==> src/rtl/mac_tx_frame_arbiter.sv <==
// Frame-level round-robin arbiter in front of the MAC's AXI-Stream TX port.
// A grant is held from the first beat until the tlast handshake, so frames from
// different sources never interleave. Between frames there is one idle cycle.
//
// state | meaning
// ------+-----------------------------------------------------------------
// IDLE  | no grant; pick the next requester after the last-grant pointer
// XFER  | granted source is muxed straight through to the MAC until tlast

module mac_tx_frame_arbiter #(
   parameter int N_SRC     = 4,
   parameter int N_SYMBOLS = 8,
   parameter int W_SYMBOL  = 8,
   parameter int W_CNT     = 32
) (
   input  logic                                  i_clk,
   input  logic                                  i_reset_n,
   input  logic                                  i_enable,
   input  logic [N_SRC-1:0]                      s_axis_tvalid,
   input  logic [N_SRC*N_SYMBOLS*W_SYMBOL-1:0]   s_axis_tdata,
   input  logic [N_SRC*N_SYMBOLS-1:0]            s_axis_tkeep,
   input  logic [N_SRC-1:0]                      s_axis_tlast,
   output logic [N_SRC-1:0]                      s_axis_tready,
   output logic                                  m_axis_tvalid,
   output logic [N_SYMBOLS*W_SYMBOL-1:0]         m_axis_tdata,
   output logic [N_SYMBOLS-1:0]                  m_axis_tkeep,
   output logic                                  m_axis_tlast,
   input  logic                                  m_axis_tready,
   output logic [N_SRC-1:0]                      o_grant,
   output logic                                  o_busy,
   output logic [W_CNT-1:0]                      o_frame_cnt
);

   localparam int W_DATA = N_SYMBOLS * W_SYMBOL;
   localparam int W_PTR  = (N_SRC > 1) ? $clog2(N_SRC) : 1;

   typedef enum logic {IDLE, XFER} state_t;

   state_t             state_q;
   logic [N_SRC-1:0]   grant_q;
   logic [W_PTR-1:0]   gidx_q;
   logic [W_PTR-1:0]   ptr_q;
   logic               busy_q;
   logic [W_CNT-1:0]   cnt_q;

   logic               win_vld;
   logic [W_PTR-1:0]   win_idx;
   logic               frame_end;

   // Round-robin search: first requester scanning upward from ptr+1, wrapping.
   always_comb begin
      int idx;
      idx     = 0;
      win_vld = 1'b0;
      win_idx = ptr_q;
      for (int i = 1; i <= N_SRC; i++) begin
         idx = (int'(ptr_q) + i) % N_SRC;
         if (!win_vld && s_axis_tvalid[W_PTR'(idx)]) begin
            win_vld = 1'b1;
            win_idx = W_PTR'(idx);
         end
      end
   end

   // Pass-through mux of the granted source; everything quiet while idle.
   always_comb begin
      m_axis_tvalid = 1'b0;
      m_axis_tdata  = '0;
      m_axis_tkeep  = '0;
      m_axis_tlast  = 1'b0;
      s_axis_tready = '0;
      if (state_q == XFER) begin
         m_axis_tvalid         = s_axis_tvalid[gidx_q];
         m_axis_tdata          = s_axis_tdata[int'(gidx_q)*W_DATA +: W_DATA];
         m_axis_tkeep          = s_axis_tkeep[int'(gidx_q)*N_SYMBOLS +: N_SYMBOLS];
         m_axis_tlast          = s_axis_tlast[gidx_q];
         s_axis_tready[gidx_q] = m_axis_tready;
      end
   end

   assign frame_end = (state_q == XFER) && m_axis_tvalid && m_axis_tready && m_axis_tlast;

   // Grant FSM: enable is only looked at in IDLE, so a frame is never cut short.
   always_ff @(posedge i_clk or negedge i_reset_n) begin
      if (!i_reset_n) begin
         state_q <= IDLE;
         grant_q <= '0;
         gidx_q  <= '0;
         ptr_q   <= W_PTR'(N_SRC - 1);
         busy_q  <= 1'b0;
         cnt_q   <= '0;
      end else begin
         case (state_q)
            IDLE: begin
               if (i_enable && win_vld) begin
                  state_q <= XFER;
                  grant_q <= N_SRC'(1) << win_idx;
                  gidx_q  <= win_idx;
                  busy_q  <= 1'b1;
               end
            end
            XFER: begin
               if (frame_end) begin
                  state_q <= IDLE;
                  grant_q <= '0;
                  ptr_q   <= gidx_q;
                  busy_q  <= 1'b0;
                  cnt_q   <= cnt_q + 1'b1;
               end
            end
            default: begin
               state_q <= IDLE;
               grant_q <= '0;
               busy_q  <= 1'b0;
            end
         endcase
      end
   end

   assign o_grant     = grant_q;
   assign o_busy      = busy_q;
   assign o_frame_cnt = cnt_q;

endmodule

==> config.mk <==
export PLATFORM = sky130hd
export DESIGN_NAME = mac_tx_frame_arbiter
export DESIGN_NICKNAME = d
export VERILOG_FILES = /design/src/rtl/mac_tx_frame_arbiter.sv
export SDC_FILE = /design/constraint.sdc
export NUM_CORES = 1
export LEC_CHECK = 0
export CAP_MARGIN = 20
export CORE_AREA = 10 10 153 155
export DETAILED_ROUTE_END_ITERATION = 10
export DIE_AREA = 0 0 163 165
export PLACE_DENSITY_LB_ADDON = 0.08
export SETUP_SLACK_MARGIN = 0.4
export SLEW_MARGIN = 15
export SYNTH_ARGS = -nofsm -noshare
export SYNTH_HDL_FRONTEND = slang
export SYNTH_SLANG_ARGS = --single-unit
==> constraint.sdc <==
create_clock -name i_clk -period 2.5 [get_ports i_clk]
set_clock_uncertainty 0.2 [all_clocks]
set_input_delay 0.5 -clock i_clk [delete_from_list [all_inputs] [get_ports i_clk]]
set_output_delay 0.5 -clock i_clk [all_outputs]
set_load 0.005 [all_outputs]
Yosys cells after proc, flatten, opt, wreduce, memory -nomap -nowiden
Index checks and enable logic that the tools add are counted.
{"block": "word_totals", "word_cells": 78, "output_inout_bits": 115, "regBits": 42}
{"block": "classes", "eq_ne": 2, "bitwise_logic": 2, "n_reduce_logical": 14, "add_sub_neg": 5, "n_lt_le_gt_ge": 6, "muxes": 40, "shift": 3}
{"op": "$shiftx 256x9->64", "count": 1}
{"op": "$mux 64", "count": 1}
{"op": "$add 32x1->32 const B", "count": 1}
{"op": "$shiftx 32x6->8", "count": 1}
{"op": "$mux 1", "count": 21}
{"op": "$lt 2x4->1 const B", "count": 4}
{"op": "$bmux 1 s2", "count": 6}
{"op": "$mux 4", "count": 3}
{"op": "$logic_and 1x1->1", "count": 8}
{"op": "$mux 2", "count": 4}
{"op": "$mux 8", "count": 1}
{"op": "$pmux 4 s2", "count": 1}
{"op": "$reduce_and 2->1", "count": 3}
{"op": "$add 2x1->2 const B", "count": 2}
{"op": "$add 2x2->2 const B", "count": 2}
{"op": "$and 4x4->4", "count": 1}
{"op": "$pmux 1 s2", "count": 2}
{"op": "$shl 1x2->4 const A", "count": 1}
{"op": "$logic_not 1->1", "count": 3}
{"op": "$lt 2x3->1 const B", "count": 1}
{"op": "$demux 1 s2", "count": 1}
{"op": "$ge 2x1->1 const B", "count": 1}
{"op": "$ne 2x1->1 const B", "count": 1}
{"op": "$ne 2x2->1 const B", "count": 1}
{"op": "$not 1->1", "count": 1}

Longest topological paths before layout
{"block": "logic_depth", "ltp_word": 17, "ltp_mapped": 8}

Worst setup path before layout
Ideal clock, no wire load.
{"block": "synth_timing", "kind": "register to output", "start": "register gidx_q[0]", "end": "output port m_axis_tdata[34]", "t_required_ns": 1.800, "slack_ns": 0.189, "stages_incl_launch_ff": 6, "arrival_time_ns": 1.611, "n_path_buf": 3, "cell_sequence": "dfrtp_1 buf_4 buf_4 buf_2 mux4_2 and2_1"}
{"block": "synth_via", "elab_chain_len": 2}
{"item": "start, declared", "line_no": "41", "text": "logic [W_PTR-1:0] gidx_q;"}
{"item": "start signal, assigned", "line_no": "98", "text": "gidx_q <= win_idx;"}
{"item": "$shiftx 256x9->64", "line_no": "74", "text": "m_axis_tdata = s_axis_tdata[int'(gidx_q)*W_DATA +: W_DATA];"}
{"item": "$mux 64", "line_no": "72", "text": "if (state_q == XFER) begin"}
{"item": "end, declared", "line_no": "25", "text": "output logic [N_SYMBOLS*W_SYMBOL-1:0] m_axis_tdata,"}
Every way passes these cells.

Worst setup path in the final report
{"block": "layout_timing", "start": "register gidx_q[0]", "end": "output port m_axis_tkeep[2]"}
{"block": "layout_via", "elab_chain_len": 2}
{"item": "$shiftx 32x6->8", "line_no": "75", "text": "m_axis_tkeep = s_axis_tkeep[int'(gidx_q)*N_SYMBOLS +: N_SYMBOLS];"}
{"item": "$mux 8", "line_no": "72"}
{"item": "end, declared", "line_no": "26", "text": "output logic [N_SYMBOLS-1:0] m_axis_tkeep,"}
Every way passes these cells.

==> results.json <==
{
  "globalRouteOverflowTotal": 0,
  "min_path_type": "in -> async",
  "synthToLayoutAreaGrowth_pct": 145,
  "ys_seq_elements": 42,
  "first_pass_iters": 5,
  "core-area_um2": 20200,
  "final-setup-viol-count": 66,
  "wl_um": 31100,
  "fin_nets": 1160,
  "critPathCaptureType": "output pin",
  "violations": "setup timing",
  "hold_violations": 0,
  "numClockSinks": 42,
  "cp_max_fo": 7,
  "dieArea_um2": 26900,
  "insertion_delay_ns": 0.28,
  "worstPathRequired_ns": 1.80,
  "worst_pin_slew_ns": 0.661,
  "crit_arrival_ns": 1.93,
  "via_count": 5486,
  "yosys.area.top_type": "mux4_2",
  "grt_max_degree": 32,
  "post-place-ws_ns": -0.364,
  "initial_core_util_pct": 21.6,
  "grt_pass1_vias": 5767,
  "stdcell_count": 1134,
  "synth_area_leaders": "mux4_2, dfrtp_1, and2_1",
  "gp_congestion": 0.880,
  "route.detailed.wl_per_inst_um": 27.4,
  "ys_seq_area_share_pct": 24.2,
  "synth_edf_count": 0,
  "final-max-slew-violation-count": 0,
  "dp_hpwl_um": 25100,
  "synth_top_cells_by_count": "and2_1, mux4_2, dfrtp_1, nand2_1, xnor2_1",
  "p_leak_uw": 0.00454,
  "fmax_mhz": 380,
  "drtIter0Drc": 268,
  "critPathSlowestCell": "mux4_2",
  "grt_usage_pct": 21.5,
  "syn_inst": 381,
  "dp_cells": 1069,
  "synthMostInstantiatedCell": "and2_1",
  "htree_levels": 2,
  "die_h_um": 165,
  "maxCapViolCount": 0,
  "period_needed_ns": 2.63,
  "max-clock-path-buffers": 2,
  "ys.warnings.count": 0,
  "finalCritPeriodShare_pct": 105,
  "syn_avg_cell_area_um2": 11.4,
  "antenna_found_initial": 7,
  "io-pin-count": 415,
  "irDropWorstVdd_uv": 523,
  "whs_ns": 0.0426,
  "maxSlewHeadroom_pct": 55.9,
  "cts_tree": "built",
  "crit_top_cell": "buf_12",
  "drc": 0,
  "synth.top_cell.area_share_pct": 37.8,
  "status": "finished with violations",
  "nFillCells": 1769,
  "synth_nets": 682,
  "criticalPathCategory": "reg -> out",
  "syn_area_um2": 4350,
  "final_layout_size_suffix_gt1_share_pct": 43.8,
  "portBuffers": 414,
  "die_w_um": 163,
  "root_buffer": "clkbuf_16",
  "ant_nets": 0,
  "viasPerCell": 4.84,
  "synthFlopType": "dfrtp_1",
  "start_kind": "flip-flop",
  "worst_slack_ns": -0.133,
  "ys_async_sr_fraction_pct": 100,
  "grt_pass1_wl_um": 42800,
  "crit_chain": "buf_12 > buf_12 > buf_16 > mux4_2 > and2_4 > buf_6",
  "path_clk_slew_ns": 0.06,
  "rsz0062_at_grt": "yes",
  "fp-row-count": 52,
  "slowest_delay_ns": 0.50,
  "power_density_nw_per_um2": 907,
  "cts_buffers": 5,
  "ys_types": 44
}
[report_power, final]
group | switching (uW) | internal (uW)
Sequential | 205 | 812
Clock | 264 | 467
Combinational | 2790 | 5140
Total | 3260 | 6420
[path summary, 6_finish.rpt]
path / start / to / cells after the start / slack, ns
setup / recovery: gidx_q[0]$_DFFE_PN0P_ / m_axis_tkeep[2] / 6 / -0.13
hold / removal: i_reset_n / o_frame_cnt[25]$_DFFE_PN0P_ / 1 / 0.04
setup reg to reg: gidx_q[0]$_DFFE_PN0P_ / o_grant[0]$_DFFE_PN0P_ / 9 / 0.04
hold reg to reg: o_frame_cnt[31]$_DFFE_PN0P_ / o_frame_cnt[31]$_DFFE_PN0P_ / 1 / 0.27
max in group asynchronous: i_reset_n / o_frame_cnt[0]$_DFFE_PN0P_ / 2 / 1.38
min in group i_clk: o_frame_cnt[31]$_DFFE_PN0P_ / o_frame_cnt[31]$_DFFE_PN0P_ / 1 / 0.27
[stage by stage]
step                      TNS [ns]  util, %  instance area, um^2  power (uW)
after floorplan                  0        -                 4390        3640
after global placement      -16.60     45.0                 9070        6770
after detailed placement    -17.17     45.0                 9070        6790
after CTS                    -5.92     50.2                10100        8920
after global routing         -8.72     52.9                10700       10200
final                        -5.45     52.9                10700        9680
[cells by family (layout without fill, tap and decap cells)]
logic type / count (synthesis) / count (layout) / synth area share [%]
and+or+nand+nor: 171 / 171 / 23.6
other: 0 / 4 / 0
adders and majority gates: 1 / 1 / 0.287
DFF: 42 / 42 / 24.2
buffers and inverters: 38 / 517 / 3.94
AOI/OAI and AO/OA: 23 / 23 / 3.48
xor gates and xnor gates: 31 / 31 / 6.24
muxes: 75 / 75 / 38.2
[metal layers]
layer	share of wire, %	GRT usage [%]	up-vias
met2	53	38.6	222
met4	2.0	5.12	6
met3	7.6	6.47	38
met1	37	24.5	2784
li1	-	-	2436
met5	0.15	0	-
[critical path, delay by kind of cell (launching register included)]
kind                   cells  cell delay (ns)
DFF                        1             0.46
and+or+nand+nor            1             0.15
buffers and inverters      4             0.54
muxes                      1             0.50
[flip-flops by register name (all words and copies together), names as in the netlist]
register,count
o_frame_cnt,32
o_grant,4
gidx_q,2
ptr_q,2
o_busy,1
state_q,1
[what timing repair did]
action	in CTS	in global routing
gates resized for setup	494	100
setup endpoints to repair	118	121
hold buffers	0	0
setup buffers	36	11
gates cloned	6	0
pin swaps	83	20
endpoints found under the hold margin	0	0
[cells in the final DEF, fill, tap and decap left out, drive strengths merged, types with 12 or more instances in the layout]
| cell | n |
|---|---|
| and2 | 76 |
| buf | 168 |
| clkdlybuf4s50 | 331 |
| dfrtp | 40 |
| mux4 | 73 |
| nand2 | 20 |
| nand3 | 15 |
| nand4 | 15 |
| xnor2 | 19 |
| xor2 | 12 |
[final cells by class]
class                      instances  area (um^2)  area share (%)
clock buffer                       5          125            1.17
inverter                           6         22.5           0.211
timing repair buffer             503         5360            50.2
sequential                        42         1070            9.98
multi-input combinational        301         3710            34.8
antenna                            4         10.0          0.0937
clock inverter                     3         40.0           0.375
tap                              270          338            3.16
Power figures use the tool's default switching activity.
